### src/rtl/hs32_mem_arb.sv
// Fetch/exec arbiter onto one valid/ready memory bus, one transaction at a time.
// Define HS32_ARB_RR_EN for round-robin on collisions (default: exec priority).
module hs32_mem_arb #(
  parameter int AW    = 32,
  parameter int DW    = 32,
  parameter int TMO   = 0,
  parameter int TMO_W = 8
) (
  input  logic          clk,
  input  logic          reset,
  input  logic          f_req,
  input  logic [AW-1:0] f_addr,
  output logic          f_rdy,
  output logic [DW-1:0] f_dtr,
  input  logic          e_req,
  input  logic          e_rw,
  input  logic [AW-1:0] e_addr,
  input  logic [DW-1:0] e_dtw,
  output logic          e_rdy,
  output logic [DW-1:0] e_dtr,
  output logic [AW-1:0] m_addr,
  output logic          m_rw,
  output logic [DW-1:0] m_dtw,
  output logic          m_valid,
  input  logic          m_ready,
  input  logic [DW-1:0] m_dtr,
  output logic          err,
  output logic          busy
);

  typedef enum logic [1:0] {
    IDLE,
    BUSY,
    DONE
  } state_t;

  state_t state, state_n;

  logic             gnt;
  logic             last;
  logic             win;
  logic             tmo_hit;
  logic             to;
  logic [TMO_W-1:0] cnt;
  logic [DW-1:0]    dtr;

  // win: 1 = exec, 0 = fetch
  always_comb begin
    win = e_req;
`ifdef HS32_ARB_RR_EN
    if (f_req && e_req) win = ~last;
`endif
  end

  assign tmo_hit = (TMO != 0) && (cnt == TMO_W'(TMO - 1));

  always_comb begin
    state_n = state;
    unique case (state)
      IDLE: if (f_req || e_req) state_n = BUSY;
      BUSY: if (m_ready || tmo_hit) state_n = DONE;
      DONE: state_n = IDLE;
      default: state_n = IDLE;
    endcase
  end

  always_ff @(posedge clk) begin
    if (reset) begin
      state  <= IDLE;
      gnt    <= 1'b0;
      last   <= 1'b0;
      m_addr <= '0;
      m_rw   <= 1'b0;
      m_dtw  <= '0;
      cnt    <= '0;
      dtr    <= '0;
      to     <= 1'b0;
    end else begin
      state <= state_n;
      unique case (state)
        IDLE: begin
          if (f_req || e_req) begin
            gnt    <= win;
            last   <= win;
            m_addr <= win ? e_addr : f_addr;
            m_rw   <= win & e_rw;
            m_dtw  <= win ? e_dtw : '0;
            cnt    <= '0;
          end
        end
        BUSY: begin
          cnt <= cnt + 1'b1;
          // a response in the timeout cycle still counts as success
          if (m_ready) begin
            dtr <= m_rw ? '0 : m_dtr;
            to  <= 1'b0;
          end else if (tmo_hit) begin
            dtr <= '0;
            to  <= 1'b1;
          end
        end
        DONE: begin
          dtr <= '0;
          to  <= 1'b0;
        end
        default: ;
      endcase
    end
  end

  assign m_valid = (state == BUSY);
  assign busy    = (state != IDLE);
  assign f_rdy   = (state == DONE) && !gnt;
  assign e_rdy   = (state == DONE) && gnt;
  assign f_dtr   = f_rdy ? dtr : '0;
  assign e_dtr   = e_rdy ? dtr : '0;
  assign err     = (state == DONE) && to;

endmodule

### config.mk
export PLATFORM = sky130hd
export DESIGN_NAME = hs32_mem_arb
export DESIGN_NICKNAME = d
export VERILOG_FILES = /design/src/rtl/hs32_mem_arb.sv
export SDC_FILE = /design/constraint.sdc
export NUM_CORES = 1
export LEC_CHECK = 0
export BUFFER_PORTS_ARGS = -buffer_cell sky130_fd_sc_hd__buf_2
export CAP_MARGIN = 20
export CORE_AREA = 2 2 104 106
export CTS_CLUSTER_DIAMETER = 150
export CTS_CLUSTER_SIZE = 16
export DETAILED_ROUTE_END_ITERATION = 16
export DIE_AREA = 0 0 106 108
export PLACE_DENSITY = 0.8
export SYNTH_ARGS = -nofsm -noshare
export SYNTH_HDL_FRONTEND = slang
export SYNTH_SLANG_ARGS = --single-unit
### constraint.sdc
create_clock -name clk -period 1.6 [get_ports clk]
set_clock_uncertainty 0.05 [all_clocks]
set_input_delay 0.16 -clock clk [delete_from_list [all_inputs] [get_ports clk]]
set_output_delay 0.16 -clock clk [all_outputs]
set_load 0.005 [all_outputs]
==> results by group, run 1 <==
Status
  – Status: finished, violations left
  – Violated checks: negative setup slack

Critical path
  – Category of the worst setup path capture point: output port
  – Setup Crit Path Kind: reg -> out
  – Required time reported for the critical path endpoint: 1.39 ns
  – Arrival time of the worst setup path: 1.54 ns
  – Worst-path fanout max: 8
  – Startpoint types: flip-flop

Global route
  – Global-route wire length before repair: about 25 mm
  – Number of antenna violations at the first check in global routing: 0
  – GRT Overall Usage: 27.8%
  – Number of global-route vias before repair: 5078
  – GRT overflow: 0
  – Largest net degree at the start of global routing: 39

Final layout
  – Fin nets: 944
  – Area delta synth->final: 53.4%
  – Proportion of layout cells with a drive suffix above 1: 40.0%

Yosys
  – Count of mapped cells out of synthesis: 500
  – Number of storage elements in the synthesis netlist: 100
  – Post-synth top area share: 44.7%
  – Dominant cell type by area after synthesis: dfxtp_1
  – Most used flip-flop cell after synthesis: dfxtp_1
  – Number of enable-type register cells in the synthesized netlist: 0
  – Sequential share of the synthesized area: approximately 45%
  – Post-Synthesis Cell Area: 4480 µm²
  – Cell types with the highest counts after synthesis: dfxtp_1, a21oi_1, nand2_1, o21ai_0
  – Fraction of registers with async set or reset after synthesis: 0%
  – Largest cells by area after synthesis: dfxtp_1, a21oi_1, mux2i_1
  – Net count of the mapped netlist: 634
  – Synthesized area per cell: 8.96 µm²
  – Most numerous cell in the Yosys netlist: dfxtp_1
  – Count of distinct cell types in the synthesized netlist: 29
  – Synth warn: 0

Timing
  – Fmax achieved: approximately 0.57 GHz
  – Setup violations, final: 59
  – WHS: between 0.07 and 0.08 ns
  – RSZ-0062 raised after global routing: true
  – Fin. max-slew vios: 0
  – Final Worst Setup Slack: -0.147 ns
  – Hold violation count in the final report: 0
  – Part of the cycle the worst path needs: 109%
  – Final critical delay including setup and external delays: 1.75 ns

Clock tree
  – Clock Latency Late Sink: 0.35 ns
  – Clock tree from TritonCTS: built
  – Clock tree root buffer cell: clkbuf_8
  – Maximum level of the CTS H-tree: 3
  – Number of buffers created by CTS: 9
  – Num Clock Sinks: 100
  – Clock-pin slew reported for the worst setup and hold paths after clock tree synthesis: approximately 0.1 ns
  – Maximum number of buffers from clock root to sink: 2

Route
  – Number of nets still failing antenna checks after routing: 0
  – Router iterations before antenna repair: 6
  – Mean number of vias per cell: between 5 and 6
  – DRC marker count from the first detailed-route iteration: 488
  – Detailed-route DRC error count: 0
  – Average wire per standard cell: 17.5 µm
  – Detailed-route wire length: 16.6 mm
  – Number of vias after detailed routing: 5220

Die
  – Die Ht: 108 µm
  – Die outline area: 11400 µm²
  – Floorplan core area: 10200 µm²
  – Initial Utilization: between 40% and 50%
  – Number of I/O pins: about 270
  – X dimension of the die: roughly 110 µm
  – Row Count: 37

Pwr
  – Worst ir drop on vdd: 0.458 mV
  – Power Dens Cells: 806 nW/µm²
  – LEAKAGE: 3.41 nW

Placed design
  – Port buffer count: roughly 270
  – RD Place Congestion: about 0.82
  – Post-detailed-placement half-perimeter wirelength: 10.1 mm
  – Place WS: 0.0299 ns

Flow run
  – # Max-Cap Violations: 0

Hold path
  – Class of the tightest hold or removal check: in -> reg
[final timing paths]
| path | slack [ns] | from | end | cells past startpoint |
|---|---|---|---|---|
| hold / removal | 0.08 | f_addr[24] | m_addr[24] | 3 |
| setup reg to reg | 0.11 | state[0] | m_addr[1] | 6 |
| setup / recovery | -0.15 | state[0] | f_dtr[29] | 4 |
| hold reg to reg | 0.42 | m_dtw[28] | m_dtw[28] | 2 |
[report_power, final]
part | internal (W) | leakage, nW | switching, W
clock | 0.000591 | 0.0897 | 0.000943
sequential | 0.00267 | 0.823 | 0.000123
combinational | 0.000597 | 2.50 | 0.000613
[layout make-up]
cell class | count | area [µm²]
timing repair buffer | 350 | 2270
fill | 794 | 3360
multi-input combinational | 346 | 2220
tap | 136 | 170
inverter | 3 | 16.3
clock inverter | 6 | 56.3
antenna | 1 | 2.50
sequential | 100 | 2010
clock buffer | 9 | 124
[cells in the final DEF, fill, tap and decap left out, drive strengths merged]
master,count
nor2,40
a22oi,1
diode,1
inv,6
buf,284
dfxtp,100
or2,1
a211oi,32
and2,33
clkinvlp,1
clkbuf,9
conb,1
and2b,3
a32oi,32
and3,32
nand2,34
dlygate4sd3,66
nand3b,1
o21ai,34
mux2i,32
and4bb,1
clkinv,2
a21oi,66
nor3b,2
nand2b,1
[state kept, by name, summed over array words and instances (netlist names)]
| signal | count |
|---|---|
| state | 2 |
| gnt | 1 |
| m_addr | 32 |
| dtr | 32 |
| m_rw | 1 |
| m_dtw | 32 |
[layer usage]
| metal | vias to the layer above | routed length, µm | global-route usage, % |
|---|---|---|---|
| li1 | 2410 | - | - |
| met1 | 2417 | 6410 | 31.4 |
| met2 | 341 | 8370 | 49.7 |
| met3 | 52 | 1230 | 5.79 |
| met4 | 0 | 627 | 14.5 |
| met5 | - | 0 | 0 |
[timing repair]
action	in CTS	in global routing
buffers inserted	2	1
pin swaps	15	9
resized for setup	17	17
setup endpoints to repair	67	66
hold endpoints to repair	66	0
hold buffers	66	0
cloned	4	0
[metrics by stage]
step | utilization [%] | std cells | power [W] | TNS [ns] | instance area (µm²)
detailed placement | 57.2 | 863 | 0.00389 | 0 | 5850
global placement | 57.2 | 863 | 0.00384 | 0 | 5850
floorplan | - | 500 | 0.00339 | 0 | 4480
global route | 67.2 | 950 | 0.00577 | -5.90 | 6870
finish | 67.2 | 951 | 0.00554 | -3.37 | 6870
CTS | 66.4 | 949 | 0.00554 | -3.41 | 6790
[kinds of logic after synthesis]
group / after synthesis / share of synthesized area (%)
AOI/OAI and AO/OA: 165 / 22.9
and+or+nand+nor: 144 / 17.5
other: 1 / 0.0837
muxes: 32 / 7.15
buffers and inverters: 58 / 7.68
DFF: 100 / 44.7
[critical path, cell delays in order, from the launching register on]
cell and delay (ns):
dfxtp_4 0.38, nand2b_4 0.22, nor2_4 0.27, and2_1 0.19, buf_2 0.12
Note: power is estimated with default switching activity, not from simulation.
==> run 2: changes to the inputs <==
--- a/config.mk
+++ b/config.mk
@@ -7,12 +7,13 @@
 export LEC_CHECK = 0
 export BUFFER_PORTS_ARGS = -buffer_cell sky130_fd_sc_hd__buf_2
 export CAP_MARGIN = 20
-export CORE_AREA = 2 2 104 106
+export CORE_AREA = 2 2 103 105
+export CTS_BUF_LIST = sky130_fd_sc_hd__clkbuf_8
 export CTS_CLUSTER_DIAMETER = 150
 export CTS_CLUSTER_SIZE = 16
 export DETAILED_ROUTE_END_ITERATION = 16
-export DIE_AREA = 0 0 106 108
-export PLACE_DENSITY = 0.8
+export DIE_AREA = 0 0 105 107
+export PLACE_DENSITY = 0.82
 export SYNTH_ARGS = -nofsm -noshare
 export SYNTH_HDL_FRONTEND = slang
 export SYNTH_SLANG_ARGS = --single-unit
==> results by group, run 2 (synthesis gave the netlist of run 1 again) <==
Status
  – Status: finished, violations left
  – Violated checks: negative setup slack

Final layout
  – Fin nets: 946 (+0.21%)
  – Number of diodes added for antenna fixing: 0 (-1)
  – Proportion of layout cells with a drive suffix above 1: 40.7% (+0.64 points)
  – Most common cell after layout, fill and taps aside: buf_2
  – Final cell area excluding filler cells: 6850 µm² (-0.29%)
  – Biggest registers after layout: dtr: 32 flops, m_addr: 32 flops, m_dtw: 32 flops
  – Filler cell count: 781 (-1.6%)
  – Area delta synth->final: 52.9%
  – Final Core Density: 67.9% (+0.73 points)
  – Highest-count cells in the layout ignoring fill and taps: buf_2, dfxtp_1, a21oi_1
  – Post-Layout Cell Count: 952 (+0.11%)

Clock tree
  – Clock Latency Late Sink: 0.35 ns (about the same)
  – Maximum level of the CTS H-tree: 3 (unchanged)
  – Clock-pin slew reported for the worst setup and hold paths after clock tree synthesis: 0.10 ns (about the same)
  – Num Clock Sinks: 100 (unchanged)
  – Clock tree root buffer cell: clkbuf_8
  – Maximum number of buffers from clock root to sink: 2 (unchanged)
  – Number of buffers created by CTS: 9 (unchanged)
  – Clock tree from TritonCTS: built

Route
  – Detailed-route wire length: 16.7 mm (+0.67%)
  – Router iterations before antenna repair: 8 (+2)
  – DRC marker count from the first detailed-route iteration: 381 (-22%)
  – Average wire per standard cell: 17.6 µm (+0.56%)
  – Number of nets still failing antenna checks after routing: 0 (unchanged)
  – Detailed-route DRC error count: 0 (unchanged)
  – Mean number of vias per cell: 5.49 (about the same)
  – Number of vias after detailed routing: 5223 (+0.057%)

Global route
  – GRT overflow: 0 (unchanged)
  – Number of global-route vias before repair: 5074 (-0.079%)
  – Number of antenna violations at the first check in global routing: 0 (unchanged)
  – Largest net degree at the start of global routing: 54 (+38%)
  – Global-route wire length before repair: 24.6 mm (-3.0%)
  – GRT Overall Usage: 27.2% (-0.60 points)

Critical path
  – FF-to-FF path depth: 6 (unchanged)
  – Worst-path fanout max: 8 (unchanged)
  – Required time reported for the critical path endpoint: 1.39 ns (about the same)
  – R2r setup slk: 0.07 ns (-0.04 ns)
  – Top delay family on crit path: simple AND/OR/NAND/NOR gates
  – Category of the worst setup path capture point: output port
  – Cell with the largest stage delay on the worst path: dfxtp_4
  – Startpoint types: flip-flop
  – Reg2Reg Launch Point: state[0]
  – Capture point of the worst reg-to-reg path: m_dtw[19]
  – Largest stage delay, worst path: 0.38 ns (about the same)
  – Series of cell instances along the critical path: nand2b_4, nor2_4, buf_6, and2_4, buf_6
  – Setup Crit Path Kind: reg -> out
  – Arrival time of the worst setup path: 1.48 ns (-0.06 ns)
  – Crit path buf inv count: 2 (+1)
  – Most used cell, CP: buf_6

Hold path
  – Startpoint of the worst hold path: m_dtr[10]
  – Class of the tightest hold or removal check: in -> reg
  – Hold depth: 3 (unchanged)
  – Hold Path End: dtr[10]

Pwr
  – Power Dens Cells: 821 nW/µm² (+1.9%)
  – Sum of internal, switching and leakage power: 0.00563 W (+1.6%)
  – Worst ir drop on vdd: 0.616 mV (+34%)
  – LEAKAGE: 3.44 nW (+0.94%)

Die
  – X dimension of the die: 105 µm (-0.94%)
  – Die Ht: 107 µm (-0.93%)
  – Initial Utilization: 44.4% (+0.60 points)
  – Row Count: 37 (unchanged)
  – Number of I/O pins: 268 (unchanged)
  – Die outline area: 11200 µm² (-1.9%)
  – Floorplan core area: 10100 µm² (-1.4%)

Timing
  – Fin. max-slew vios: 0 (unchanged)
  – Part of the cycle the worst path needs: 105% (-3.9 points)
  – Setup violations, final: 35 (-41%)
  – Fmax achieved: 0.593 GHz (+3.7%)
  – Hold violation count in the final report: 0 (unchanged)
  – Final critical delay including setup and external delays: 1.69 ns (-0.0619 ns)
  – Final Worst Setup Slack: -0.0854 ns (+0.0619 ns)
  – RSZ-0062 raised after global routing: true
  – Setup TNS Final: -1.56 ns (+1.81 ns)

Placed design
  – Port buffer count: 266 (unchanged)
  – Post-detailed-placement half-perimeter wirelength: 9.70 mm (-4.0%)
  – Instance area after placement: 5810 µm² (-0.68%)
  – RD Place Congestion: 0.830 (+1.2%)
  – Cells after DPL: 861 (-0.23%)

Flow run
  – # Max-Cap Violations: 0 (unchanged)
==> run 2: power breakdown <==
part / switching [W] / leakage [nW] / total, W / internal (W)
registers: 0.000120 / 0.823 / 0.00279 / 0.00267
clock network: 0.000866 / 0.101 / 0.00159 / 0.000722
logic: 0.000633 / 2.52 / 0.00125 / 0.000613
==> run 2: timing repair <==
action / CTS / global route
setup endpoints to repair: 67 / 67
endpoints found under the hold margin: 58 / 0
pin swaps: 15 / 5
gates cloned: 4 / 1
buffers inserted: 4 / 9
gates resized for setup: 14 / 26
hold buffers: 58 / 0
==> run 2: how the worst max path moves through the flow <==
stage               slack [ns]   endpoint     start  depth (start not counted)
finish                   -0.09  f_dtr[28]  state[0]                          5
global route             -0.14  f_dtr[12]  state[0]                          5
CTS                      -0.05  f_dtr[23]  state[0]                          4
detailed placement        0.04  e_dtr[23]  state[1]                          3
global placement          0.15  e_dtr[13]  state[1]                          3
floorplan                 0.29  f_dtr[10]  state[0]                          5
==> run 2: final cells by class <==
type / instances / area (µm²) / area share [%]
multi-input combinational: 346 / 2210 / 32.2
sequential: 100 / 2010 / 29.4
timing repair buffer: 351 / 2240 / 32.7
inverter: 3 / 23.8 / 0.347
tap: 136 / 170 / 2.48
clock buffer: 9 / 124 / 1.81
timing repair inverter: 1 / 8.76 / 0.128
clock inverter: 6 / 65.1 / 0.949
==> run 2: worst min-delay path: stages <==
cell and delay, ns:
buf_2 0.08, a32oi_1 0.05, nor2_1 0.10
==> run 2: routing by layer <==
layer	routed length, µm	up-vias	global-route usage, %
met3	1290	69	5.47
met4	770	0	14.3
met1	6170	2405	29.2
met5	0	-	0
li1	-	2418	-
met2	8520	331	50.3
==> run 2: per-stage QoR <==
stage | hold WS [ns] | worst slack [ns]
final | 0.0148 | -0.0854
after global routing | 0.00118 | -0.137
after CTS | 0.000294 | -0.0543
after detailed placement | 0.340 | 0.0352
after global placement | 0.333 | 0.154
after floorplan | 0.247 | 0.287
==> run 3: changes to the inputs <==
--- a/config.mk
+++ b/config.mk
@@ -14,6 +14,7 @@
 export DETAILED_ROUTE_END_ITERATION = 16
 export DIE_AREA = 0 0 105 107
 export PLACE_DENSITY = 0.82
+export REMOVE_ABC_BUFFERS = 1
 export SYNTH_ARGS = -nofsm -noshare
 export SYNTH_HDL_FRONTEND = slang
 export SYNTH_SLANG_ARGS = --single-unit
==> results by group, run 3 (synthesis gave the netlist of run 1 again) <==
Status
  – Status: finished, violations left
  – Violated checks: negative setup slack

Clock tree
  – Maximum number of buffers from clock root to sink: 2 (unchanged)
  – Clock tree from TritonCTS: built
  – Clock tree root buffer cell: clkbuf_8
  – Number of buffers created by CTS: 9 (unchanged)
  – Maximum level of the CTS H-tree: 3 (unchanged)
  – Clock Latency Late Sink: 0.34 ns (about the same)
  – Clock-pin slew reported for the worst setup and hold paths after clock tree synthesis: 0.09 ns (about the same)
  – Num Clock Sinks: 100 (unchanged)

Timing
  – Fmax achieved: 0.590 GHz (-0.54%)
  – Setup violations, final: 43 (+23%)
  – RSZ-0062 raised after global routing: true
  – Final critical delay including setup and external delays: 1.69 ns (+0.00908 ns)
  – Part of the cycle the worst path needs: 106% (+0.57 points)
  – Fin. max-slew vios: 0 (unchanged)
  – Hold violation count in the final report: 0 (unchanged)
  – Final Worst Setup Slack: -0.0945 ns (-0.00908 ns)
  – WHS: 0.00639 ns (-0.00843 ns)

Pwr
  – LEAKAGE: 3.36 nW (-2.4%)
  – Power Dens Cells: 817 nW/µm² (-0.54%)
  – Sum of internal, switching and leakage power: 0.00549 W (-2.4%)
  – Worst ir drop on vdd: 0.575 mV (-6.7%)

Critical path
  – FF-to-FF path depth: 5 (-1)
  – Startpoint of the worst setup timing path: state[0]
  – Reg2Reg Launch Point: state[0]
  – Capture point of the critical path: f_dtr[25]
  – Capture point of the worst reg-to-reg path: dtr[13]
  – Setup Crit Path Kind: reg -> out
  – R2r setup slk: 0.19 ns (+0.12 ns)
  – Startpoint types: flip-flop
  – Category of the worst setup path capture point: output port
  – Required time reported for the critical path endpoint: 1.39 ns (about the same)
  – Worst-path fanout max: 8 (unchanged)
  – Arrival time of the worst setup path: 1.48 ns (about the same)

Route
  – Number of vias after detailed routing: 5182 (-0.78%)
  – Detailed-route DRC error count: 0 (unchanged)
  – Router iterations before antenna repair: 5 (-3)
  – Average wire per standard cell: 16.9 µm (-4.0%)
  – Mean number of vias per cell: 5.52 (+0.59%)
  – Number of nets still failing antenna checks after routing: 0 (unchanged)
  – DRC marker count from the first detailed-route iteration: 459 (+20%)
  – Detailed-route wire length: 15.9 mm (-5.3%)

Global route
  – Number of global-route vias before repair: 4875 (-3.9%)
  – Global-route wire length before repair: 24.0 mm (-2.2%)
  – Largest net degree at the start of global routing: 101 (+87%)
  – GRT Overall Usage: 26.4% (-0.81 points)
  – Number of antenna violations at the first check in global routing: 0 (unchanged)
  – GRT overflow: 0 (unchanged)

Final layout
  – Biggest registers after layout: dtr: 32 flops, m_addr: 32 flops, m_dtw: 32 flops
  – Highest-count cells in the layout ignoring fill and taps: buf_2, dfxtp_1, a21oi_1
  – Fin nets: 933 (-1.4%)
  – Most common cell after layout, fill and taps aside: buf_2
  – Proportion of layout cells with a drive suffix above 1: 40.3% (-0.34 points)
  – Number of diodes added for antenna fixing: 0 (unchanged)
  – Area delta synth->final: 50.1%
  – Final Core Density: 66.7% (-1.3 points)
  – Post-Layout Cell Count: 939 (-1.4%)
  – Filler cell count: 833 (+6.7%)

Hold path
  – Class of the tightest hold or removal check: in -> reg

Die
  – Die outline area: 11200 µm² (unchanged)
  – X dimension of the die: 105 µm (unchanged)
  – Row Count: 37 (unchanged)
  – Number of I/O pins: 268 (unchanged)
  – Floorplan core area: 10100 µm² (unchanged)
  – Die Ht: 107 µm (unchanged)
  – Initial Utilization: 44.4% (unchanged)

Flow run
  – # Max-Cap Violations: 0 (unchanged)

Placed design
  – RD Place Congestion: 0.833 (+0.46%)
  – Port buffer count: 266 (unchanged)
  – Post-detailed-placement half-perimeter wirelength: 9.59 mm (-1.1%)
  – Cells after DPL: 862 (+0.12%)
[run 3: repair_timing]
action,4_1_cts,5_1_grt
gates cloned,3,0
setup endpoints to repair,67,66
endpoints found under the hold margin,56,0
hold buffers,56,0
resized for setup,14,21
buffers inserted,3,0
pin swaps,16,4
[run 3: report_power, final]
group | internal, W | switching [W] | total, W
sequential | 0.00267 | 0.000120 | 0.00279
combinational | 0.000569 | 0.000597 | 0.00117
clock | 0.000626 | 0.000908 | 0.00153
[run 3: final cells by class]
| cell class | count | area, µm² | share of cell area (%) |
|---|---|---|---|
| Clock buffer | 10 | 138 | 2.05 |
| Clock inverter | 5 | 45.0 | 0.670 |
| Inverter | 3 | 13.8 | 0.205 |
| Multi-Input combinational cell | 345 | 2200 | 32.7 |
| Sequential cell | 100 | 2010 | 29.9 |
| Tap cell | 136 | 170 | 2.53 |
| Timing Repair Buffer | 340 | 2140 | 31.9 |
[run 3: per-layer routing]
| metal | share of wire (%) | vias up | GRT usage (%) |
|---|---|---|---|
| met5 | 0 | - | 0 |
| met4 | 2.7 | 0 | 10.1 |
| met3 | 7.3 | 44 | 5.59 |
| met2 | 52 | 324 | 48.3 |
| met1 | 38 | 2421 | 30.1 |
| li1 | - | 2393 | - |
[run 3: per-stage QoR]
stage                     instance area [µm²]  worst slack, ns  TNS (ns)
final                                    6730          -0.0945     -1.77
after global routing                     6730           -0.159     -5.32
after CTS                                6640          -0.0329     -1.12
after detailed placement                 5810           0.0701         0
after global placement                   5810            0.158         0
after floorplan                          4150           -0.510    -25.24
[run 3: worst min-delay path by stage]
stage | depth (start not counted) | end | slack (ns) | start
final | 3 | m_dtw[28] | 0.006 | e_dtw[28]
after global routing | 3 | m_dtw[7] | 0.003 | e_dtw[7]
after CTS | 3 | m_dtw[28] | 0.002 | e_dtw[28]
after detailed placement | 3 | dtr[31] | 0.35 | m_dtr[31]
after global placement | 3 | dtr[19] | 0.34 | m_dtr[19]
after floorplan | 1 | gnt | 0.18 | reset
[run 3: critical path, cell delays in order, from the launching register on]
cell	delay [ns]
dfxtp_4	0.38
nand2b_4	0.21
nor2_4	0.16
buf_6	0.15
and2_1	0.14
buf_2	0.11
